<file path="config.mk">
export PLATFORM = sky130hd
export DESIGN_NAME = scan_chain_ctrl
export DESIGN_NICKNAME = d
export VERILOG_FILES = /design/src/rtl/scan_pkg.sv /design/src/rtl/scan_chain_seg.sv /design/src/rtl/scan_chain_ctrl.sv
export SDC_FILE = /design/constraint.sdc
export NUM_CORES = 1
export LEC_CHECK = 0
export ABC_AREA = 0
export BUFFER_PORTS_ARGS = -buffer_cell sky130_fd_sc_hd__buf_4
export CAP_MARGIN = 20
export CELL_PAD_IN_SITES_DETAIL_PLACEMENT = 0
export CELL_PAD_IN_SITES_GLOBAL_PLACEMENT = 1
export CORE_ASPECT_RATIO = 1.2
export CORE_MARGIN = 1
export CORE_UTILIZATION = 38
export CTS_CLUSTER_DIAMETER = 200
export CTS_CLUSTER_SIZE = 40
export DETAILED_ROUTE_END_ITERATION = 6
export PLACE_DENSITY = 0.83
export SLEW_MARGIN = 10
export SYNTH_ARGS = -nofsm -noshare
export SYNTH_HDL_FRONTEND = slang
export SYNTH_HIERARCHICAL = 1
export SYNTH_SLANG_ARGS = --single-unit
</file>
<file path="constraint.sdc">
create_clock -name clk -period 3 [get_ports clk]
set_input_delay 0.6 -clock clk [delete_from_list [all_inputs] [get_ports clk]]
set_output_delay 0.6 -clock clk [all_outputs]
set_load 0.01 [all_outputs]
</file>
<file path="src/rtl/scan_pkg.sv">
// rtl/scan_pkg.sv - shared state encoding for the scan chain controller
package scan_pkg;

    localparam logic [1:0] ST_IDLE      = 2'd0;
    localparam logic [1:0] ST_SHIFT_IN  = 2'd1;
    localparam logic [1:0] ST_CAPTURE   = 2'd2;
    localparam logic [1:0] ST_SHIFT_OUT = 2'd3;

    typedef enum logic [1:0] {
        IDLE      = ST_IDLE,
        SHIFT_IN  = ST_SHIFT_IN,
        CAPTURE   = ST_CAPTURE,
        SHIFT_OUT = ST_SHIFT_OUT
    } scan_state_t;

endpackage

</file>
<file path="src/rtl/scan_chain_seg.sv">
// rtl/scan_chain_seg.sv - one WIDTH-bit scan chain with shift and parallel capture
module scan_chain_seg #(
    parameter int WIDTH = 8
) (
    input  logic             clk,
    input  logic             reset,
    input  logic             shift,
    input  logic             cap,
    input  logic             sd,
    input  logic [WIDTH-1:0] d,
    output logic [WIDTH-1:0] q
);

    // Shift wins over capture; the controller never asserts both together.
    always_ff @(posedge clk) begin
        if (reset) begin
            q <= '0;
        end else if (shift) begin
            q <= {q[WIDTH-2:0], sd};
        end else if (cap) begin
            q <= d;
        end
    end

endmodule

</file>
<file path="src/rtl/scan_chain_ctrl.sv">
// rtl/scan_chain_ctrl.sv - multi-chain scan register with shift-in/capture/shift-out sequencer
module scan_chain_ctrl
    import scan_pkg::*;
#(
    parameter int WIDTH   = 8,
    parameter int NCHAINS = 2
) (
    input  logic                       clk,
    input  logic                       reset,
    input  logic                       func_en,
    input  logic                       start,
    input  logic [NCHAINS-1:0]         sd,
    input  logic [NCHAINS*WIDTH-1:0]   d,
    output logic [NCHAINS*WIDTH-1:0]   q,
    output logic [NCHAINS-1:0]         so,
    output logic                       se,
    output logic                       busy,
    output logic                       done
);

    localparam int CNT_W = $clog2(WIDTH);
    localparam logic [CNT_W-1:0] CNT_LAST   = CNT_W'(WIDTH - 1);
    localparam logic [CNT_W-1:0] CNT_PENULT = CNT_W'(WIDTH - 2);

    scan_state_t      state;
    logic [CNT_W-1:0] cnt;
    logic             shift;
    logic             cap;

    // In IDLE an accepted start freezes the chains for that edge, even with func_en high.
    assign shift = (state == SHIFT_IN) || (state == SHIFT_OUT);
    assign cap   = (state == CAPTURE) || ((state == IDLE) && !start && func_en);

    always_ff @(posedge clk) begin
        if (reset) begin
            state <= IDLE;
            cnt   <= '0;
            se    <= 1'b0;
            busy  <= 1'b0;
            done  <= 1'b0;
        end else begin
            done <= 1'b0;
            case (state)
                IDLE: begin
                    if (start) begin
                        state <= SHIFT_IN;
                        cnt   <= '0;
                        se    <= 1'b1;
                        busy  <= 1'b1;
                    end
                end
                SHIFT_IN: begin
                    if (cnt == CNT_LAST) begin
                        state <= CAPTURE;
                        cnt   <= '0;
                        se    <= 1'b0;
                    end else begin
                        cnt <= cnt + CNT_W'(1);
                    end
                end
                CAPTURE: begin
                    state <= SHIFT_OUT;
                    cnt   <= '0;
                    se    <= 1'b1;
                end
                SHIFT_OUT: begin
                    if (cnt == CNT_LAST) begin
                        cnt <= '0;
                        se  <= 1'b0;
                        if (start) begin
                            state <= CAPTURE;
                        end else begin
                            state <= IDLE;
                            busy  <= 1'b0;
                        end
                    end else begin
                        cnt  <= cnt + CNT_W'(1);
                        done <= (cnt == CNT_PENULT);
                    end
                end
                default: begin
                    state <= IDLE;
                    cnt   <= '0;
                    se    <= 1'b0;
                    busy  <= 1'b0;
                end
            endcase
        end
    end

    for (genvar c = 0; c < NCHAINS; c++) begin : g_chain
        scan_chain_seg #(.WIDTH(WIDTH)) u_seg (
            .clk   (clk),
            .reset (reset),
            .shift (shift),
            .cap   (cap),
            .sd    (sd[c]),
            .d     (d[c*WIDTH +: WIDTH]),
            .q     (q[c*WIDTH +: WIDTH])
        );
        assign so[c] = q[c*WIDTH + WIDTH - 1];
    end

endmodule

</file>
Word level (Yosys, flattened, before mapping)
Cells that the tools add are included.
{"block": "totals", "in_bits": 22, "memories": 0, "latch_bits": 0, "wordCells": 50, "rom_bits": 0, "out_inout_bits": 21, "ramBits": 0, "regBits": 24}
{"block": "op_classes", "shifts": 0, "n_mux": 18, "n_eq_ne": 10, "addsub": 1, "bitwise": 1, "n_lt_le_gt_ge": 0, "n_mul": 0, "n_reduce_logical": 13, "div_mod_pow": 0}
{"operator": "2-to-1 mux 8 bit", "count": 4}
{"operator": "case mux 3 bit (3 select lines)", "count": 1}
{"operator": "2-to-1 mux 2 bit", "count": 4}
{"operator": "case mux 2 bit (4 select lines)", "count": 1}
{"operator": "equality test 3 bit, second input constant", "count": 2}
{"operator": "2-to-1 mux 3 bit", "count": 2}
{"operator": "!= test 2 x 1 -> 1 bit, second input constant", "count": 3}
{"operator": "equality test 2 bit, second input constant", "count": 2}
{"operator": "2-to-1 mux 1 bit", "count": 4}
{"operator": "!= test 2 bit, second input constant", "count": 2}
{"operator": "AND reduction 4 bit", "count": 1}
{"operator": "nonzero test 2 bit", "count": 2}
{"operator": "adder 3 x 1 -> 3 bit, second input constant", "count": 1}
{"operator": "case mux 1 bit (3 select lines)", "count": 1}
{"operator": "AND reduction 3 bit", "count": 1}
{"operator": "OR reduction 3 bit", "count": 1}
{"operator": "equality test 2 x 1 -> 1 bit, second input constant", "count": 1}
{"operator": "logical AND 1 bit", "count": 2}
{"operator": "logical NOT 2 bit", "count": 1}
{"operator": "logical OR 1 bit", "count": 2}
{"operator": "case mux 1 bit (2 select lines)", "count": 1}
{"operator": "AND reduction 2 bit", "count": 1}
{"operator": "OR reduction 2 bit", "count": 1}
{"operator": "logical NOT 1 bit", "count": 1}
{"operator": "inverter 1 bit", "count": 1}

Logic depth before layout (Yosys ltp)
Gate-level depths: netlist of run 1.
{"block": "depth", "depth_word": 6, "ltp_mapped": 6, "depth_no_buf": 5}

Hierarchy
The synthesis of run 1 kept the hierarchy.
{"mod": "scan_chain_seg", "area_per_inst_um2": 369.1, "cells_each": 35, "seq_area_each_um2": 160.2, "instances": 2}
{"mod": "scan_chain_ctrl", "area_per_inst_um2": 419.2, "cells_each": 45, "seq_area_each_um2": 160.2, "instances": 1}

Least setup slack after synthesis of run 1
OpenSTA, ideal clock, no wires.
{"block": "synth_timing", "path_type": "in2reg", "from": "in start", "to": "reg g_chain[0].u_seg.q[0]", "n_path_buf": 1, "stages": 6, "setup_ns": 0.130, "slack_ns": 1.594, "t_arrival_ns": 1.276, "required_time_ns": 2.870, "cell_sequence": "inv_2 -> a21oi_1 -> nor2_1 -> buf_6 -> mux2i_1 -> a211oi_1"}
{"block": "synth_between", "elab_chain_cells": 5}
{"element": "start: declaration", "line_no": "scan_chain_ctrl.sv:11", "rtl": "input logic start,"}
{"element": "logical NOT 1 bit", "line_no": "scan_chain_ctrl.sv:32", "rtl": "assign cap = (state == CAPTURE) || ((state == IDLE) && !start && func_en);"}
{"element": "logical AND 1 bit (2 in series)", "line_no": "scan_chain_ctrl.sv:32"}
{"element": "logical OR 1 bit", "line_no": "scan_chain_ctrl.sv:32"}
{"element": "via cap", "line_no": "scan_chain_ctrl.sv:28", "rtl": "logic cap;"}
{"element": "nonzero test 2 bit (no source line)"}
{"element": "end signal: assignment", "line_no": "scan_chain_seg.sv:19", "rtl": "q <= {q[WIDTH-2:0], sd};"}
{"element": "end: declaration", "line_no": "scan_chain_seg.sv:11", "rtl": "output logic [WIDTH-1:0] q"}
The timed path passes the listed nets, and every way through them passes these cells.
A chain may end at the register's enable or synchronous reset.

Final worst setup path of run 1
{"block": "layout_timing", "from": "reg state[1]", "to": "reg g_chain[0].u_seg.q[7]"}
{"block": "layout_between", "elab_chain_cells": 5, "elab_cells_between_ends": 10, "cone_classes": "3 x eq/ne; 1 x mux; 6 x reduce/logical"}
{"element": "start: declaration", "line_no": "scan_chain_ctrl.sv:25", "rtl": "scan_state_t state;"}
{"element": "start signal: assignment", "line_no": "scan_chain_ctrl.sv:36", "rtl": "state <= IDLE;"}
{"element": "start signal: assignment", "line_no": "scan_chain_ctrl.sv:46", "rtl": "state <= SHIFT_IN;"}
{"element": "start signal: assignment", "line_no": "scan_chain_ctrl.sv:54", "rtl": "state <= CAPTURE;"}
{"element": "logical NOT 2 bit", "line_no": "scan_chain_ctrl.sv:32"}
{"element": "logical AND 1 bit (2 in series)", "line_no": "scan_chain_ctrl.sv:32"}
{"element": "logical OR 1 bit (*)", "line_no": "scan_chain_ctrl.sv:32"}
{"element": "via cap", "line_no": "scan_chain_ctrl.sv:28"}
{"element": "nonzero test 2 bit (no source line) (*)"}
Mark *: on every way through the listed nets, which the timed path passes. The rest lies on a longest branch.

==> reports/metrics.cfg, run 1 <==
[min_path]
min_path_cells=2
type_of_the_worst_min_delay_path=reg -> reg
min_from=cnt[2]
hold_end=done

[power]
seq_power_share_pct=53.0
clock_power_share_pct=24.8
comb_power_share_pct=22.2
power.switching_w=0.000183
total_leakage_power_nw=0.627
p_sw_share_pct=26.9
peakVddDrop_mv=0.207
cellPowerDensity_nw_per_um2=454
internal-power_w=0.000499
total_power_w=0.000682

[logic_synthesis]
synth_top_family_by_area=compound AO/OA/AOI/OAI gates
synthesized_area_fraction_occupied_by_adder_cells_pct=3.24
synth_top_cell_by_area=dfxtp_1
synthesis.instances=115
synth_fp_nets=140
synth_top_area_share_pct=41.5
seq_area_frac_synth_pct=41.5
synth_top_flop_cell=dfxtp_1
synth_xor_xnor_area_share_pct=0
synth-warning-count=6
synthesis.area_per_instance_um2=10.1
synth_compound_gate_area_share_pct=17.5
yosysMostFrequentCell=dfxtp_1
simple_gate_fraction_of_synth_area_pct=16.6
netlist_area_um2=1160
synth_mux_area_share_pct=13.8
yosys-top-cells-area=dfxtp_1 (42%), mux2i_1 (14%), a211oi_1 (11%)
synth_edf_count=0
postSynth.asyncResetShare_pct=0
netlist-cell-type-count=21
yosys_register_bits=24
synth.top_cells.by_count=dfxtp_1 (24), a211oi_1 (17), nor2b_1 (17)

[worst_setup_path]
r2r_slack_ps=1220
crit_type=reg -> reg
critical_path.reg2reg.endpoint=g_chain[0].u_seg/q[7]
critical_path_launch_point_type=flip-flop
worst_ep_required_time_ps=3200
critPathArrivalTime_ps=1980
timing.critical_path.fanout_max=10
kind_of_end_point_of_the_critical_path=flip-flop
worst_r2r_path_depth=5
startpoint_of_the_worst_slack_reg_to_reg_timing_path=state[1]

[route]
detail_route.wirelength_um=2540
detail_route.first_pass.iterations=4
drc=0
route.vias.total=976
drt.antenna.violating_nets=0
via_per_inst=5.22
avgRoutedWirePerCell_um=13.6
drt_first_iter_violations=17

[clock_network]
h_tree_lvls=1
post_cts_hold_buffer_count=0
clkTransAtPathRegs_ps=130
cts.repair.resized=0
worstSkewPairLatency_ps=310
tritoncts=built
postCtsSetupBuffers=0
clock_path_buffers=2
buffer_type_at_the_clock_tree_root=clkbuf_4
cts.sink_count=24
cts-buffers-inserted=3

[die]
effective_utilization_at_floorplan_pct=40.8
die_h_um=62.5
chipWidth_um=52.4
design.portCount=43
fp.dieArea_um2=3270
fp.coreArea_um2=2840
floorplan.rows=21

[final_layout]
postLayoutCellArea_um2=1500
fraction_of_layout_cells_with_a_size_suffix_above_1_pct=35.9
n_fill_cell=264
layout-area-overhead-vs-synth_pct=29.9
final_net_count=179
final_cells=187
insertedDiodeCount=0

[placement]
dpl-instance-area_um2=1470
numPortBuffers=42
place.detailed.hpwl_um=1800
place.gp.congestion=0.730
placed_cells=183

[sta]
worst_hold_margin_ps=506
final-hold-violation-count=0
period_needed_ps=1780
setup_violations=0
rsz_0062_raised_after_global_routing=no
worst_slew_margin_rel_pct=62.9
setup-tns-final_ps=0
timing.fmax_mhz=562
finalMaxSlewViolations=0
final_min_period_over_clock_period_pct=59.4
worst_slew_pin_slew_ps=556
timing.clock.skew_ps=3.36

[global_routing]
grt_remaining_overflow=0
grt_pass1_vias=934
pin_count_of_the_biggest_net_entering_global_routing=33
grt_antenna_before_repair=0
grt_first_pass_wirelength_um=4160
grt.total_usage_pct=16.7

[job]
max_cap_viol_count=0

[run_status]
run_status=finished clean

[worst max path at each step]
stage | from | end | cells after the start
6_report | state[1] | g_chain[0].u_seg/q[7] | 5
5_1_grt | state[1] | g_chain[0].u_seg/q[4] | 5
4_1_cts | state[1] | g_chain[0].u_seg/q[7] | 5
3_5_place_dp | start | g_chain[0].u_seg/q[7] | 7
2_1_floorplan | start | g_chain[0].u_seg/q[0] | 6
3_3_place_gp | start | g_chain[0].u_seg/q[5] | 7
[routing by layer]
layer	vias up	GRT usage, %	wire, um
met2	25	29.0	1290
met5	-	0	0
met3	2	2.19	120
met4	0	6.91	18
met1	463	19.7	1110
li1	486	-	-
[cell families (layout without fill, tap and decap cells)]
| kind of cell | count (synthesis) | in the layout |
|---|---|---|
| fa+ha+maj | 3 | 3 |
| compound gates | 25 | 25 |
| flops | 24 | 24 |
| simple gates | 32 | 32 |
| buf+inv | 15 | 53 |
| mux | 16 | 16 |
[cell type report]
type	instances	area (um2)	share of cell area [%]
clock buffer	4	36.3	2.41
inverter	5	18.8	1.25
multi-input combinational	76	596	39.6
sequential	24	480	31.9
tap	34	42.5	2.83
timing repair buffer	44	330	22.0
[power by group through the flow]
stage	registers, W	clock network (W)	logic (W)
after floorplan	0.000376	0	0.0000775
after global placement	0.000368	0	0.000150
after detailed placement	0.000369	0	0.000152
after CTS	0.000362	0.000176	0.000153
after global routing	0.000365	0.000188	0.000168
final	0.000362	0.000169	0.000152
[through the flow]
step / setup slack, ps / util [%]
after floorplan: 1590 / -
after global placement: 975 / 51.7
after detailed placement: 939 / 51.7
after CTS: 1220 / 53.0
after global routing: 1070 / 53.0
final: 1220 / 53.0
[registers in the layout (all words and copies together), names as in the netlist]
signal           cells
g_chain.u_seg/q     16
cnt                  3
state                2
busy                 1
done                 1
se                   1
[critical path, stage by stage, from the launching register on]
cell      delay (ps)
dfxtp_1          530
a21oi_1           90
nor2_2           450
buf_4            300
mux2i_1          220
a211oi_1          90
[cells in the final DEF (no fill, tap or decap), drive strengths merged]
| cell | netlist | routed |
|---|---|---|
| buf | 8 | 44 |
| nand4 | 1 | 1 |
| a21oi | 5 | 5 |
| o21a | 1 | 1 |
| nor2b | 17 | 17 |
| dfxtp | 24 | 24 |
| a211oi | 17 | 17 |
| mux2i | 16 | 16 |
| nor4b | 3 | 3 |
| clkbuf | 2 | 4 |
| and4 | 1 | 1 |
| nor3 | 4 | 4 |
| inv | 5 | 5 |
| ha | 3 | 3 |
| a2111oi | 2 | 2 |
| nor2 | 6 | 6 |
Power figures use the tool's default switching activity.
==> run 2: changes to the inputs <==
- CORE_UTILIZATION: 38 -> 32
- PLACE_DENSITY: 0.83 -> 0.75
- clock period: 3 -> 1.6 ns (I/O delays scaled with it)
==> reports/metrics.cfg, run 2 (synthesis gave the netlist of run 1 again) <==
[worst_setup_path]
critPathMostFrequentCell=ha_1
timing.critical_path.cells=ha_1 > ha_1 > and4_4 > a2111oi_4
critical_path_buf_inv_count=0
timing.critical_path.fanout_max=7
critical_path.reg2reg.endpoint=busy
crit_type=reg -> reg
crit_slowest_cell=dfxtp_1
worst_ep_required_time_ps=1770
worst_path_largest_cell_delay_ps=340
critical_path.top_delay_family=adder cells
kind_of_end_point_of_the_critical_path=flip-flop
critical_path_launch_point_type=flip-flop
startpoint_of_the_worst_slack_reg_to_reg_timing_path=cnt[0]
r2r_slack_ps=210
critPathArrivalTime_ps=1560
worst_r2r_path_depth=4

[power]
peakVddDrop_mv=0.380
cellPowerDensity_nw_per_um2=949
total_leakage_power_nw=0.663

[route]
route.vias.total=988
drt_first_iter_violations=25
avgRoutedWirePerCell_um=13.3
detail_route.wirelength_um=2590
drt.antenna.violating_nets=0
detail_route.first_pass.iterations=6
drc=8
via_per_inst=5.09

[final_layout]
postLayoutCellArea_um2=1570
n_fill_cell=345
finalCoreUtilization_pct=46.3
leading_cell_type_in_the_layout_fill_and_taps_excluded=buf_4
layout-area-overhead-vs-synth_pct=35.9
insertedDiodeCount=0
largest_registers_in_the_final_layout=g_chain.u_seg/q: 16 flops, cnt: 3 flops, state: 2 flops
largest_reg_flops=16
fraction_of_layout_cells_with_a_size_suffix_above_1_pct=37.6
final_net_count=183
mostFrequentLayoutCells=buf_4 (48), dfxtp_1 (24), nor2b_1 (17), a211oi_1 (17), mux2i_1 (16)
registers.top_by_ff_count=g_chain.u_seg/q

[clock_network]
cts.sink_count=24
clock_path_buffers=2
clkTransAtPathRegs_ps=80
worstSkewPairLatency_ps=260
h_tree_lvls=1
post_cts_hold_buffer_count=0
postCtsSetupBuffers=0
cts.repair.resized=0
tritoncts=built
buffer_type_at_the_clock_tree_root=clkbuf_8
cts-buffers-inserted=3

[die]
chipWidth_um=56.9
fp.coreArea_um2=3400
design.portCount=43
effective_utilization_at_floorplan_pct=34.1
fp.dieArea_um2=3860
die_h_um=67.9
floorplan.rows=23

[global_routing]
pin_count_of_the_biggest_net_entering_global_routing=25
grt_antenna_before_repair=0
grt_first_pass_wirelength_um=4070
grt.total_usage_pct=13.6
grt_remaining_overflow=0
grt_pass1_vias=954

[min_path]
min_from=sd[0]
min_path_cells=3
type_of_the_worst_min_delay_path=in -> reg
hold_end=g_chain[0].u_seg/q[0]

[sta]
worst_hold_margin_ps=380
setup-tns-final_ps=0
period_needed_ps=1390
setup_violations=0
finalMaxSlewViolations=0
timing.clock.skew_ps=3.11
final-hold-violation-count=0
worst_slew_pin_slew_ps=274
worst_slew_margin_rel_pct=81.5
final_min_period_over_clock_period_pct=86.7
rsz_0062_raised_after_global_routing=no
timing.fmax_mhz=721

[placement]
dpl-instance-area_um2=1500
numPortBuffers=42
place.detailed.hpwl_um=1900
place.gp.congestion=0.734

[run_status]
violations=DRC
run_status=complete, but fails checks

[job]
max_cap_viol_count=0

==> run 2: changes by cell type in the layout (fill, tap and decap cells not counted) <==
cell,change
buf_4,+4
clkbuf_4,-3
clkbuf_8,+2
bufinv_16,+1
==> run 2: stage by stage <==
stage	setup WS, ps	total power [W]	std cells
after floorplan	301	0.000850	115
after global placement	256	0.000980	190
after detailed placement	237	0.000986	190
after CTS	218	0.00152	194
after global routing	156	0.00157	194
final	213	0.00149	194
==> run 2: area by class of cell <==
| cell class | instances | area (um2) | area share [%] |
|---|---|---|---|
| multi-input combinational | 76 | 596 | 37.9 |
| sequential | 24 | 480 | 30.5 |
| timing repair buffer | 48 | 360 | 22.9 |
| tap | 37 | 46.3 | 2.94 |
| clock buffer | 3 | 41.3 | 2.63 |
| clock inverter | 1 | 30.0 | 1.91 |
| inverter | 5 | 18.8 | 1.19 |
==> run 2: worst max-delay path by stage <==
stage / startpoint / slack (ps) / to / cells past startpoint
floorplan: cnt[0] / 300 / busy / 4
global placement: start / 260 / g_chain[1].u_seg/q[3] / 7
detailed placement: cnt[0] / 240 / busy / 4
CTS: cnt[0] / 220 / busy / 4
global route: cnt[0] / 160 / busy / 4
finish: cnt[0] / 210 / busy / 4
==> run 2: where the power goes <==
part	leakage (nW)	total, W	switching [W]	internal [W]
Sequential	0.198	0.000677	0.0000351	0.000642
Combinational	0.429	0.000292	0.000132	0.000160
Clock	0.0357	0.000523	0.000189	0.000334
==> run 2: metal layers <==
layer	track usage, %	up-vias	routed length [um]
li1	-	496	-
met1	15.1	467	1120
met2	24.9	23	1330
met3	2.84	2	114
met4	6.40	0	25
met5	0	-	0
==> run 2: tightest hold or removal path, cell delays in order <==
cell	delay [ps]
buf_4	110
nor2b_1	100
a211oi_1	60
==> run 3: changes to the inputs <==
- ABC_AREA: 0 -> 1
- CORE_UTILIZATION: 32 -> 30
- PLACE_DENSITY: 0.75 -> 0.76
- SYNTH_HIERARCHICAL: 1 -> default
==> reports/metrics.cfg, run 3 <==
[run_status]
run_status=finished clean

[worst_setup_path]
crit_slowest_cell=dfxtp_1
critPathArrivalTime_ps=1360
worst_ep_required_time_ps=1770
critPathMostFrequentCell=ha_1
timing.critical_path.cells=ha_1 > ha_1 > nand4_1 > nand3_1 > nand2_1
startpoint_of_the_worst_slack_reg_to_reg_timing_path=cnt[1]
timing.critical_path.fanout_max=6
critical_path.top_delay_family=adder cells
critical_path_buf_inv_count=0
critical_path_launch_point_type=flip-flop
crit_type=reg -> reg
worst_r2r_path_depth=5
kind_of_end_point_of_the_critical_path=flip-flop
worst_path_largest_cell_delay_ps=360
critical_path.reg2reg.endpoint=busy
r2r_slack_ps=410

[route]
detail_route.wirelength_um=3030
drt.antenna.violating_nets=0
route.vias.total=1251
drt_first_iter_violations=38
detail_route.first_pass.iterations=4
drc=0
via_per_inst=4.18
avgRoutedWirePerCell_um=10.1

[logic_synthesis]
synth_fp_nets=231
synth_top_area_share_pct=37.5
netlist_area_um2=1280
synth-warning-count=0
synthesis.area_per_instance_um2=6.23
synth_edf_count=0
yosys_register_bits=24
synthesis.instances=206
synth.top_cells.by_count=nand2_1 (75), nor2_1 (37), dfxtp_1 (24)
netlist-cell-type-count=16
seq_area_frac_synth_pct=37.5
postSynth.asyncResetShare_pct=0
synth_top_cell_by_area=dfxtp_1
yosys-top-cells-area=dfxtp_1 (37%), nand2_1 (22%), nor2_1 (11%)
synth_top_flop_cell=dfxtp_1
yosysMostFrequentCell=nand2_1

[die]
die_h_um=73.6
design.portCount=43
fp.coreArea_um2=4000
chipWidth_um=61.7
fp.dieArea_um2=4540
floorplan.rows=25
effective_utilization_at_floorplan_pct=32.0

[clock_network]
cts.sink_count=24
cts-buffers-inserted=3
tritoncts=built
clkTransAtPathRegs_ps=80
clock_path_buffers=2
buffer_type_at_the_clock_tree_root=clkbuf_8
h_tree_lvls=1
worstSkewPairLatency_ps=270
cts.repair.resized=0
post_cts_hold_buffer_count=0
postCtsSetupBuffers=0

[sta]
worst_slew_margin_rel_pct=66.3
setup_violations=0
timing.clock.skew_ps=1.74
setup_slack_ps=412
rsz_0062_raised_after_global_routing=no
period_needed_ps=1190
final-hold-violation-count=0
worst_slew_pin_slew_ps=505
finalMaxSlewViolations=0
setup-tns-final_ps=0
final_min_period_over_clock_period_pct=74.3
timing.fmax_mhz=842

[min_path]
type_of_the_worst_min_delay_path=in -> reg
min_from=reset
hold_end=cnt[2]
min_path_cells=2

[final_layout]
final_net_count=272
largest_registers_in_the_final_layout=g_chain.u_seg.q: 16 flops, cnt: 3 flops, state: 2 flops
largest_reg_flops=16
leading_cell_type_in_the_layout_fill_and_taps_excluded=nand2_1
layout-area-overhead-vs-synth_pct=29.8
registers.top_by_ff_count=g_chain.u_seg.q
n_fill_cell=475
mostFrequentLayoutCells=nand2_1 (75), buf_4 (48), nor2_1 (37)
fraction_of_layout_cells_with_a_size_suffix_above_1_pct=21.6
insertedDiodeCount=0

[global_routing]
grt.total_usage_pct=15.1
grt_antenna_before_repair=0
grt_first_pass_wirelength_um=5020
grt_remaining_overflow=0
pin_count_of_the_biggest_net_entering_global_routing=23
grt_pass1_vias=1107

[power]
power.switching_w=0.000422
cellPowerDensity_nw_per_um2=852
clock_power_share_pct=25.4
internal-power_w=0.000995
comb_power_share_pct=25.9
total_leakage_power_nw=0.902
p_sw_share_pct=29.8
seq_power_share_pct=48.7
peakVddDrop_mv=0.411

[placement]
place.gp.congestion=0.778
dp_slack_ps=241
place.detailed.hpwl_um=2120
numPortBuffers=42

[job]
max_cap_viol_count=0

## run 3: layout make-up
type                       count  area [um2]  share of cell area (%)
inverter                      23        86.3                    5.19
sequential                    24         480                    28.9
clock buffer                   3        41.3                    2.48
multi-input combinational    147         628                    37.7
tap                           54        67.6                    4.06
timing repair buffer          48         360                    21.7
## run 3: worst max path at each step
stage / from / end / depth (start not counted)
floorplan: cnt[1] / busy / 5
global route: state[0] / g_chain[0].u_seg.q[0] / 5
global placement: start / g_chain[1].u_seg.q[1] / 6
CTS: state[0] / cnt[1] / 4
detailed placement: start / g_chain[1].u_seg.q[7] / 6
finish: cnt[1] / busy / 5
## run 3: power groups by stage
stage | logic (W) | clock network [W] | registers (W)
floorplan | 0.000208 | 0 | 0.000718
global placement | 0.000372 | 0 | 0.000704
detailed placement | 0.000372 | 0 | 0.000704
CTS | 0.000374 | 0.000382 | 0.000691
global route | 0.000419 | 0.000392 | 0.000698
finish | 0.000367 | 0.000360 | 0.000689
## run 3: cells by family after synthesis
logic type / Yosys count / synth area share [%]
AND/OR/NAND/NOR: 138 / 43.7
buffers and inverters: 35 / 13.6
flip-flops: 24 / 37.5
AO/OA/AOI/OAI: 6 / 2.34
adder cells (fa/ha/maj): 3 / 2.93
## run 3: layer usage
layer / vias to the layer above / track usage, % / part of all wire, %
li1: 699 / - / -
met4: 0 / 7.41 / 2.1
met1: 521 / 19.4 / 48
met2: 27 / 24.0 / 46
met5: - / 0 / 0
met3: 4 / 2.46 / 4.2
## run 3: per-stage QoR
step                utilization, %  hold WS [ps]  power (W)  area (um2)  instances
floorplan                        -           389   0.000926        1280        206
global placement              40.5           462    0.00108        1620        296
detailed placement            40.5           465    0.00108        1620        296
CTS                           41.6           234    0.00145        1660        299
global route                  41.6           239    0.00151        1660        299
finish                        41.6           241    0.00142        1660        299
